`config.mk`:
```
export PLATFORM = sky130hd
export DESIGN_NAME = crc_parallel_gen
export DESIGN_NICKNAME = d
export VERILOG_FILES = /design/src/rtl/crc_parallel_gen.sv
export SDC_FILE = /design/constraint.sdc
export NUM_CORES = 1
export LEC_CHECK = 0
export CAP_MARGIN = 5
export CORE_MARGIN = 3
export CORE_UTILIZATION = 35
export DETAILED_ROUTE_END_ITERATION = 12
export HOLD_SLACK_MARGIN = 0.05
export PLACE_DENSITY = 0.56
export SLEW_MARGIN = 10
export SYNTH_ARGS = -nofsm -noshare
export SYNTH_HDL_FRONTEND = slang
export SYNTH_SLANG_ARGS = --single-unit
```
`constraint.sdc`:
```
create_clock -name clk -period 2.5 [get_ports clk]
set_input_delay 0.5 -clock clk [delete_from_list [all_inputs] [get_ports clk]]
set_output_delay 0.5 -clock clk [all_outputs]
set_load 0.1 [all_outputs]
```
`src/rtl/crc_parallel_gen.sv`:
```
// Byte-parallel CRC engine with configurable width/polynomial/reflection that
// absorbs one byte per clock and streams the finished CRC out MSB-byte first.
module crc_parallel_gen #(
    parameter int               CRC_W  = 16,
    parameter logic [CRC_W-1:0] POLY   = 16'h1021,
    parameter logic [CRC_W-1:0] INIT   = 16'hFFFF,
    parameter bit               REFIN  = 1'b0,
    parameter bit               REFOUT = 1'b0,
    parameter logic [CRC_W-1:0] XOROUT = 16'h0000
) (
    input  logic             clk,
    input  logic             rst,
    input  logic             load,
    input  logic [7:0]       crc_in,
    input  logic             in_valid,
    input  logic             d_finish,
    output logic [7:0]       crc_out,
    output logic             out_valid,
    input  logic             out_ready,
    output logic             out_last,
    output logic             busy,
    output logic [CRC_W-1:0] crc_full
);

    localparam int NB    = CRC_W / 8;
    localparam int IDX_W = (NB > 1) ? $clog2(NB) : 1;
    localparam logic [IDX_W-1:0] LAST_IDX = IDX_W'(NB - 1);

    typedef enum logic [1:0] {S_IDLE, S_CALC, S_OUT} state_t;

    state_t           r_state;
    state_t           w_state_nxt;
    logic [CRC_W-1:0] r_crc;
    logic [CRC_W-1:0] r_crc_full;
    logic [7:0]       r_crc_out;
    logic             r_out_valid;
    logic             r_out_last;
    logic [IDX_W-1:0] r_idx;
    logic [IDX_W-1:0] w_idx_nxt;
    logic [CRC_W-1:0] w_crc_step;
    logic [CRC_W-1:0] w_crc_next;
    logic [CRC_W-1:0] w_final;
    logic             w_xfer;
    logic             w_xfer_last;

    // One full byte through the bit-serial recurrence, unrolled into logic.
    function automatic logic [CRC_W-1:0] crc_step(input logic [CRC_W-1:0] c,
                                                   input logic [7:0] d);
        logic [CRC_W-1:0] r;
        logic             fb;
        r = c;
        for (int b = 0; b < 8; b++) begin
            fb = r[CRC_W-1] ^ (REFIN ? d[b] : d[7-b]);
            r  = {r[CRC_W-2:0], 1'b0} ^ (fb ? POLY : '0);
        end
        return r;
    endfunction

    function automatic logic [CRC_W-1:0] bit_reverse(input logic [CRC_W-1:0] c);
        logic [CRC_W-1:0] r;
        for (int j = 0; j < CRC_W; j++) begin
            r[j] = c[CRC_W-1-j];
        end
        return r;
    endfunction

    function automatic logic [CRC_W-1:0] crc_finalize(input logic [CRC_W-1:0] c);
        logic [CRC_W-1:0] r;
        r = REFOUT ? bit_reverse(c) : c;
        return r ^ XOROUT;
    endfunction

    // Byte i of the result, counting from the most-significant byte.
    function automatic logic [7:0] sel_byte(input logic [CRC_W-1:0] v,
                                            input logic [IDX_W-1:0] i);
        logic [CRC_W-1:0] s;
        s = v >> (8 * (NB - 1 - int'(i)));
        return s[7:0];
    endfunction

    always_comb begin
        w_crc_step  = crc_step(r_crc, crc_in);
        w_crc_next  = in_valid ? w_crc_step : r_crc;
        w_final     = crc_finalize(w_crc_next);
        w_idx_nxt   = r_idx + IDX_W'(1);
        w_xfer      = r_out_valid & out_ready;
        w_xfer_last = w_xfer & (r_idx == LAST_IDX);
    end

    always_ff @(posedge clk or negedge rst) begin
        if (!rst) begin
            r_state <= S_IDLE;
        end else begin
            r_state <= w_state_nxt;
        end
    end

    always_comb begin
        w_state_nxt = r_state;
        case (r_state)
            S_IDLE: begin
                if (load) w_state_nxt = S_CALC;
            end
            S_CALC: begin
                if (load)          w_state_nxt = S_CALC;
                else if (d_finish) w_state_nxt = S_OUT;
            end
            S_OUT: begin
                if (load)             w_state_nxt = S_CALC;
                else if (w_xfer_last) w_state_nxt = S_IDLE;
            end
            default: w_state_nxt = S_IDLE;
        endcase
    end

    always_comb begin
        busy = (r_state != S_IDLE);
    end

    // Datapath: CRC accumulator, captured result and the byte-serial output stage.
    always_ff @(posedge clk or negedge rst) begin
        if (!rst) begin
            r_crc       <= INIT;
            r_crc_full  <= '0;
            r_crc_out   <= '0;
            r_out_valid <= 1'b0;
            r_out_last  <= 1'b0;
            r_idx       <= '0;
        end else begin
            case (r_state)
                S_IDLE: begin
                    if (load) r_crc <= INIT;
                end
                S_CALC: begin
                    if (load) begin
                        r_crc <= INIT;
                    end else begin
                        r_crc <= w_crc_next;
                        if (d_finish) begin
                            r_crc_full  <= w_final;
                            r_crc_out   <= w_final[CRC_W-1 -: 8];
                            r_out_valid <= 1'b1;
                            r_out_last  <= (NB == 1);
                            r_idx       <= '0;
                        end
                    end
                end
                S_OUT: begin
                    if (load) begin
                        r_crc       <= INIT;
                        r_out_valid <= 1'b0;
                        r_out_last  <= 1'b0;
                    end else if (w_xfer_last) begin
                        r_out_valid <= 1'b0;
                        r_out_last  <= 1'b0;
                    end else if (w_xfer) begin
                        r_idx      <= w_idx_nxt;
                        r_crc_out  <= sel_byte(r_crc_full, w_idx_nxt);
                        r_out_last <= (w_idx_nxt == LAST_IDX);
                    end
                end
                default: r_crc <= INIT;
            endcase
        end
    end

    assign crc_out   = r_crc_out;
    assign out_valid = r_out_valid;
    assign out_last  = r_out_last;
    assign crc_full  = r_crc_full;

endmodule

```
==> results of run 1 <==
==> synth_stat cells (5+ instances only) <==
library cell / instances / area (um2)
nor2b_1: 5 / 31.3
a21oi_1: 12 / 60.1
mux2i_1: 12 / 120
o21ai_0: 22 / 110
nor2_1: 18 / 67.6
dfstp_2: 16 / 420
xor2_1: 11 / 96.3
mux2_2: 6 / 67.6
xnor2_1: 16 / 140
clkbuf_1: 10 / 37.5
nor3_1: 8 / 40.0
dfrtp_1: 29 / 726
nand2_1: 41 / 154
==> metal layers <==
layer / part of all wire, % / wire [um] / GRT usage [%] / vias up
met3: 5.0 / 302 / 2.68 / 6
met1: 50 / 3010 / 22.0 / 932
met5: 0 / 0 / 0 / -
met2: 44 / 2610 / 21.9 / 52
li1: - / - / - / 966
met4: 1.1 / 68 / 4.34 / 0
==> through the flow <==
step | cells | hold WS [ns] | util, %
after floorplan | 256 | 0.204 | -
after global placement | 389 | 0.466 | 43.4
after detailed placement | 389 | 0.472 | 43.4
after CTS | 397 | 0.304 | 44.7
after global routing | 397 | 0.326 | 44.7
final | 397 | 0.277 | 44.7
==> state kept, by name, summed over array words and instances (netlist names) <==
name and flops:
crc_full 16, r_state 2, out_valid 1, crc_out 8, r_idx 1, r_crc 16
out_last 1
==> logic make-up (layout without fill, tap and decap cells) <==
kind of cell,count (synthesis),count (layout),synth area share [%]
buffers and inverters,20,65,3.14
xor gates and xnor gates,30,30,12.1
muxes,18,18,7.59
adders and majority gates,4,4,2.02
and+or+nand+nor,79,79,13.6
DFF,45,45,46.4
AOI/OAI and AO/OA,60,60,15.2
==> worst max path at each step <==
stage	end	slack [ns]	depth (start not counted)
6_report	crc_out[5]	0.41	7
3_3_place_gp	crc_out[4]	0.20	6
5_1_grt	crc_out[0]	0.22	7
3_5_place_dp	crc_out[4]	0.16	6
4_1_cts	crc_out[5]	0.40	7
2_1_floorplan	crc_out[5]	0.36	6
==> layout make-up <==
class | count | area share (%)
Multi-Input combinational cell | 191 | 40.9
Sequential cell | 45 | 37.5
Timing Repair Buffer | 52 | 14.1
Tap cell | 96 | 3.93
Clock buffer | 5 | 2.25
Clock inverter | 3 | 0.696
Inverter | 5 | 0.615
==> impl_metrics.py, run 1 <==
metrics = {
    "setup_path": {
        "reg2reg_from": "r_state[1]",
        "crit_start": "r_state[1]",
        "critPathLaunchType": "register",
        "cp_top_family": "simple AND/OR/NAND/NOR gates",
        "critPathArrivalTime_ns": 2.27,
        "max_stage_delay_ns": 0.42,
        "r2r_end": "crc_out[5]",
        "critPathKind": "register to register",
        "critPathSlowestCell": "dfrtp_1",
        "crit_fanout": 11,
        "crit_chain": "inv_1, ha_1, nor2_1, nor3_1, and2_1, mux2i_1, o31ai_1",
        "end_kind": "register",
        "cp_data_required_time_ns": 2.68,
        "r2r_slack_ns": 0.41,
        "path_buf_inv": 1,
        "r2r_cells": 7,
    },
    "cells_and_area": {
        "regArea_um2": 1150,
        "fillers": 697,
        "n_antenna_cell": 0,
        "multi_input_area_um2": 1250,
        "drive_gt1_share_pct": 24.3,
        "final_common_cell": "nand2_1",
        "area_growth_pct": 23.5,
        "layout_common_cells": "41 x nand2_1, 38 x buf_4, 29 x dfrtp_1",
        "layout.nets": 318,
        "finish.instance_area_um2": 3050,
    },
    "die": {
        "die_y_um": 90.0,
        "ios": 41,
        "fp.coreArea_um2": 6830,
        "dieArea_um2": 8110,
        "start_util_pct": 36.2,
        "num_rows": 30,
        "die_x_um": 90.0,
    },
    "synth": {
        "syn_nets": 274,
        "ys_warn_count": 0,
        "syn_inst": 256,
        "synthArstFlopShare_pct": 100,
        "ys_seq_elements": 45,
        "syn_avg_cell_area_um2": 9.66,
        "synth_area_um2": 2470,
        "synth_edf_count": 0,
        "ys_seq_area_share_pct": 46.4,
        "synth-main-ff-cell": "dfrtp_1",
        "synthDistinctLibCells": 40,
    },
    "placement": {
        "gp_congestion": 0.838,
        "dpl.hpwl_mm": 4.51,
        "dp_slack_ns": 0.164,
        "numPortBuffers": 40,
        "placed_area_um2": 2960,
    },
    "sta": {
        "maxSlewViolCount": 0,
        "finalHoldViolations": 0,
        "min_period_over_period_pct": 83.6,
        "fin_setup_tns_ns": 0,
        "clock-skew-final_ns": 0.0104,
        "fmax_mhz": 478,
        "grt_setup_unrepaired": "false",
        "final.setup.worst_slack_ns": 0.410,
        "tightest_slew_ns": 0.586,
        "period_needed_ns": 2.09,
        "finalSetupViolCount": 0,
        "slew_headroom_pct": 61.0,
    },
    "run_status": {
        "status": "completed",
    },
    "drt": {
        "wirelength_mm": 5.99,
        "final_antenna_net_count": 0,
        "vias": 1956,
        "viasPerCell": 4.93,
        "drc": 0,
        "drt_first_pass_iters": 4,
        "first_iter_violations": 96,
        "wl_per_cell_um": 15.1,
    },
    "cts": {
        "clock_latency_ns": 0.30,
        "path_clk_slew_ns": 0.09,
        "cts_buffers": 5,
        "clock-root-buffer": "clkbuf_8",
        "post-cts-setup-buffer-count": 0,
        "cts-resized-gates": 0,
        "clkSinkCount": 45,
        "cts.htree.levels": 2,
        "cts_tree": "built",
        "clk_path_buf_depth": 2,
        "cts-hold-fix-buffers": 0,
    },
    "grt": {
        "grt_pass1_vias": 1801,
        "antenna_found_initial": 0,
        "grt_max_degree": 46,
        "gr-total-overflow": 0,
        "grt_pass1_wl_mm": 9.64,
        "grtUsageTotal_pct": 14.8,
    },
    "worst_hold_path": {
        "hp-class": "input port to asynchronous set/reset pin",
    },
    "flow_run": {
        "cap_violations": 0,
    },
}
Power of run 1 is left out: the tool's default activity adds up to more than one toggle a clock period on the data nets, which glitch-free logic cannot reach.
==> run 2: changes to the inputs <==
- clock period: 2.5 -> 2 ns (I/O delays scaled with it)
==> run 2 against run 1 <==
Effect of this change: clock-buffer cell count grew 2; worst setup slack lost 0.27 ns; final cell count grew 6.3%; sequential share of layout area shrank 2.8 points; first-iteration DRC count shrank 27%; register-to-register slack lost 0.27 ns; wire length grew 2.2%; non-clock buffer count grew 25; die area is the same; global-route usage grew 1.3 points; clock skew shrank 0.0073 ns; final area grew 8.2%.
==> impl_metrics.py, run 2 (synthesis gave the netlist of run 1 again) <==
metrics = {
    "die": {
        "num_rows": 30,
        "fp.coreArea_um2": 6830,
        "start_util_pct": 36.2,
        "dieArea_um2": 8110,
        "die_x_um": 90.0,
        "ios": 41,
        "die_y_um": 90.0,
    },
    "setup_path": {
        "cp_data_required_time_ns": 2.18,
        "critPathArrivalTime_ns": 2.04,
        "reg2reg_from": "r_state[1]",
        "crit_fanout": 5,
        "critPathKind": "register to register",
        "r2r_slack_ns": 0.14,
        "r2r_cells": 7,
        "end_kind": "register",
        "r2r_end": "crc_out[6]",
        "critPathLaunchType": "register",
    },
    "drt": {
        "first_iter_violations": 70,
        "wirelength_mm": 6.12,
        "drc": 0,
        "drt_first_pass_iters": 4,
        "wl_per_cell_um": 14.5,
        "vias": 2027,
        "viasPerCell": 4.80,
        "final_antenna_net_count": 0,
    },
    "cts": {
        "cts_tree": "built",
        "path_clk_slew_ns": 0.09,
        "clock-root-buffer": "clkbuf_8",
        "cts.htree.levels": 2,
        "clock_latency_ns": 0.30,
        "clk_path_buf_depth": 2,
        "post-cts-setup-buffer-count": 0,
        "cts_buffers": 5,
        "clkSinkCount": 45,
    },
    "sta": {
        "clock-skew-final_ns": 0.00313,
        "slew_headroom_pct": 71.7,
        "period_needed_ns": 1.86,
        "maxSlewViolCount": 0,
        "fmax_mhz": 538,
        "tightest_slew_ns": 0.421,
        "grt_setup_unrepaired": "false",
        "fin_setup_tns_ns": 0,
        "finalHoldViolations": 0,
        "finalSetupViolCount": 0,
        "min_period_over_period_pct": 93.0,
    },
    "run_status": {
        "status": "completed",
    },
    "worst_hold_path": {
        "hp-class": "register to register",
        "whs_endpoint": "crc_out[3]",
        "worstHoldStart": "crc_out[3]",
        "min_path_cells": 2,
    },
    "cells_and_area": {
        "layout_common_cells": "60 x buf_4, 41 x nand2_1, 28 x dfrtp_1",
        "finalNonFillerCells": 422,
        "layout.nets": 343,
        "drive_gt1_share_pct": 30.4,
        "n_antenna_cell": 0,
        "final_common_cell": "buf_4",
        "area_growth_pct": 33.6,
    },
    "flow_run": {
        "cap_violations": 0,
    },
    "placement": {
        "gp_congestion": 0.853,
        "placedCellCount": 413,
        "dpl.hpwl_mm": 4.78,
        "numPortBuffers": 40,
    },
    "grt": {
        "grt_max_degree": 30,
        "grt_pass1_wl_mm": 10.5,
        "use_met2_pct": 23.1,
        "grt_use_met1_pct": 24.9,
        "grtUsageTotal_pct": 16.1,
        "grt_most_used_layer": "met1",
        "antenna_found_initial": 0,
        "grt_pass1_vias": 2003,
        "gr-total-overflow": 0,
        "use_met3_pct": 3.10,
    },
}
-- run 2: through the flow --
| stage | setup WS, ns | instance area (um2) | utilization, % | hold WS, ns |
|---|---|---|---|---|
| after floorplan | 0.0739 | 2480 | - | 0.104 |
| after CTS | 0.0666 | 3300 | 48.3 | 0.493 |
| after global placement | -0.161 | 3170 | 46.5 | 0.352 |
| after global routing | 0.0180 | 3300 | 48.4 | 0.516 |
| final | 0.140 | 3300 | 48.4 | 0.486 |
| after detailed placement | -0.155 | 3170 | 46.5 | 0.350 |
-- run 2: layer usage --
layer | routed length, um | up-vias
met5 | 0 | -
met4 | 63 | 0
met3 | 201 | 6
met2 | 2620 | 37
met1 | 3230 | 962
li1 | - | 1022
-- run 2: worst max-delay path by stage --
stage	slack, ns	end	from	cells past startpoint
after floorplan	0.07	crc_out[5]	r_state[0]	9
after global placement	-0.16	crc_out[4]	crc_in[7]	6
after detailed placement	-0.15	crc_out[4]	crc_in[7]	6
after CTS	0.07	crc_out[6]	r_state[1]	7
after global routing	0.02	crc_out[0]	r_state[1]	7
final	0.14	crc_out[6]	r_state[1]	7
-- run 2: layout make-up --
class	instances	area (um2)
Tap cell	96	120
Fill cell	667	3530
Clock buffer	7	86.3
Clock inverter	1	30.0
Multi-Input combinational cell	191	1250
Timing Repair Buffer	77	646
Inverter	5	22.5
Sequential cell	45	1150
-- run 2: what timing repair did --
item                                    in CTS  in global routing
endpoints found under the setup margin       0                  4
resized for setup                            0                  2
hold buffers                                 1                  0
hold endpoints to repair                     7                  0
-- run 2: worst max-delay path: stages, from the launching register on --
cell	delay, ns
dfrtp_1	0.41
inv_1	0.08
ha_1	0.23
nor2b_1	0.17
nor3_1	0.26
and2_2	0.30
mux2i_1	0.20
o31ai_1	0.08
Power of run 2 is left out for the same reason.
==> run 3: changes to the inputs <==
- ABC_AREA: default -> 1
==> run 3 against run 2 <==
Effect of this change: wire length up 16%; first-iteration DRC count is 96% higher; worst setup slack improved by 0.063 ns; non-clock buffer count down 26; maximum frequency rose by 3.5%; flip-flop and latch count unchanged; critical endpoint is now crc_out[0]; highest routed layer unchanged.
==> impl_metrics.py, run 3 <==
metrics = {
    "synth": {
        "ys_warn_count": 0,
        "synth_top_family_by_area": "simple AND/OR/NAND/NOR gates",
        "syn_avg_cell_area_um2": 7.25,
        "ys_seq_elements": 45,
        "syn_nets": 383,
        "synth_xor_area_share_pct": 1.32,
        "yosys-top-cells-count": "116 x nand2_1, 64 x inv_1, 35 x o21ai_0",
        "synth_area_um2": 2650,
        "syn_inst": 365,
        "yosysTopAreaCellShare_pct": 27.4,
        "synthArstFlopShare_pct": 100,
        "synthDistinctLibCells": 33,
        "synth_top_cell_by_area": "dfrtp_1",
        "synthSimpleGateAreaFrac_pct": 26.2,
        "ys_seq_area_share_pct": 43.3,
        "synthMuxAreaShare_pct": 0,
        "synth_edf_count": 0,
        "synth_compound_area_share_pct": 15.3,
        "synth.most_common_cell": "nand2_1",
        "synth_adder_area_share_pct": 1.89,
        "ys_top_cells_by_area": "dfrtp_1 27%, nand2_1 16%, dfstp_2 16%, inv_1 9.1%, o21ai_0 6.6%",
        "synth-main-ff-cell": "dfrtp_1",
    },
    "cts": {
        "path_clk_slew_ns": 0.10,
        "clk_path_buf_depth": 2,
        "clkSinkCount": 45,
        "cts.htree.levels": 2,
        "cts_buffers": 5,
        "clock_latency_ns": 0.30,
        "clock-root-buffer": "clkbuf_8",
        "cts_tree": "built",
        "cts-hold-fix-buffers": 0,
    },
    "setup_path": {
        "critPathMostFrequentCell": "inv_2",
        "cp_data_required_time_ns": 2.24,
        "critPathArrivalTime_ns": 2.03,
        "critPathSlowestCell": "dfrtp_1",
        "crit_chain": "inv_2, ha_1, inv_2, nor2_2, inv_1, buf_4, o21ai_0, nor2_1, a2bb2oi_1",
        "end_kind": "register",
        "crit_fanout": 8,
        "critPathKind": "register to register",
        "critPathLaunchType": "register",
        "path_buf_inv": 4,
        "max_stage_delay_ns": 0.45,
        "cp_top_family": "buffers and inverters",
    },
    "sta": {
        "maxSlewViolCount": 0,
        "period_needed_ns": 1.80,
        "grt_setup_unrepaired": "false",
        "clock-skew-final_ns": 0.0129,
        "fmax_mhz": 557,
        "finalSetupViolCount": 0,
        "slew_headroom_pct": 60.9,
        "min_period_over_period_pct": 89.8,
        "fin_setup_tns_ns": 0,
        "tightest_slew_ns": 0.580,
        "finalHoldViolations": 0,
    },
    "drt": {
        "wl_per_cell_um": 13.8,
        "vias": 2505,
        "final_antenna_net_count": 0,
        "wirelength_mm": 7.09,
        "first_iter_violations": 137,
        "viasPerCell": 4.87,
        "drt_first_pass_iters": 4,
        "drc": 0,
    },
    "cells_and_area": {
        "regArea_um2": 1150,
        "drive_gt1_share_pct": 18.6,
        "fillers": 753,
        "multi_input_area_um2": 1190,
        "layout_common_cells": "116 x nand2_1, 63 x inv_1, 35 x o21ai_0",
        "layout.nets": 432,
        "n_antenna_cell": 0,
        "final_common_cell": "nand2_1",
        "area_growth_pct": 24.4,
        "finish.instance_area_um2": 3290,
    },
    "grt": {
        "antenna_found_initial": 0,
        "grt_pass1_vias": 2393,
        "gr-total-overflow": 0,
        "grtUsageTotal_pct": 17.5,
        "grt_max_degree": 46,
        "grt_pass1_wl_mm": 11.9,
    },
    "placement": {
        "dpl.hpwl_mm": 5.37,
        "placed_area_um2": 3170,
        "numPortBuffers": 40,
        "gp_congestion": 0.867,
    },
    "die": {
        "die_y_um": 92.9,
        "num_rows": 31,
        "start_util_pct": 36.3,
        "fp.coreArea_um2": 7290,
        "die_x_um": 92.9,
        "ios": 41,
        "dieArea_um2": 8640,
    },
    "run_status": {
        "status": "completed",
    },
    "flow_run": {
        "cap_violations": 0,
    },
    "worst_hold_path": {
        "hp-class": "input port to asynchronous set/reset pin",
    },
}
==> run 3: cell count changes in the layout (fill, tap and decap cells not counted), moves of 6 or more <==
cell,previous run,this run
buf_4,60,34
mux2i_1,12,0
xnor2_1,16,3
nor3_1,8,0
o21ai_0,22,35
mux2_2,6,0
xor2_1,11,1
inv_1,3,63
nand2_1,41,116
o22ai_1,4,13
nand3_1,3,26
==> run 3: per-layer routing <==
layer	routed length, um	global-route usage (%)
met5	0	0
met4	64	4.64
met3	502	2.92
met2	3190	27.7
met1	3330	24.6
==> run 3: what timing repair did <==
item,CTS,global route
setup buffers,0,0
gates resized for setup,0,3
setup endpoints to repair,0,7
==> run 3: worst paths after layout <==
path / startpoint / to / slack (ns) / cells past startpoint
min in group clk: out_last / out_last / 0.50 / 2
max reg2reg: r_state[0] / crc_out[0] / 0.20 / 9
min: rst / crc_full[9] / 0.06 / 2
max: r_state[0] / crc_out[0] / 0.20 / 9
min reg2reg: out_last / out_last / 0.50 / 2
max in group asynchronous: rst / r_crc[15] / 1.64 / 2
==> run 3: cell families (layout without fill, tap and decap cells) <==
| logic type | after synthesis | after routing |
|---|---|---|
| AO/OA/AOI/OAI | 69 | 69 |
| XOR/XNOR | 4 | 4 |
| AND/OR/NAND/NOR | 165 | 165 |
| flip-flops | 45 | 45 |
| buffers and inverters | 78 | 128 |
| adder cells (fa/ha/maj) | 4 | 4 |
==> run 3: per-stage QoR <==
stage / util, % / hold slack [ns] / worst slack, ns / std cells
after CTS: 45.0 / 0.0782 / 0.0407 / 514
after floorplan: - / 0.104 / 0.0785 / 365
after detailed placement: 43.5 / 0.405 / 0.0655 / 506
final: 45.1 / 0.0635 / 0.203 / 514
after global placement: 43.5 / 0.404 / 0.0570 / 506
after global routing: 45.1 / 0.0765 / 0.0371 / 514
==> run 3: cell type report <==
class / instances / share of cell area, %
Multi-Input combinational cell: 242 / 36.2
Clock inverter: 2 / 1.18
Timing Repair Buffer: 51 / 14.0
Clock buffer: 6 / 2.21
Inverter: 69 / 7.87
Sequential cell: 45 / 34.8
Tap cell: 99 / 3.76
Power of run 3 is left out for the same reason.
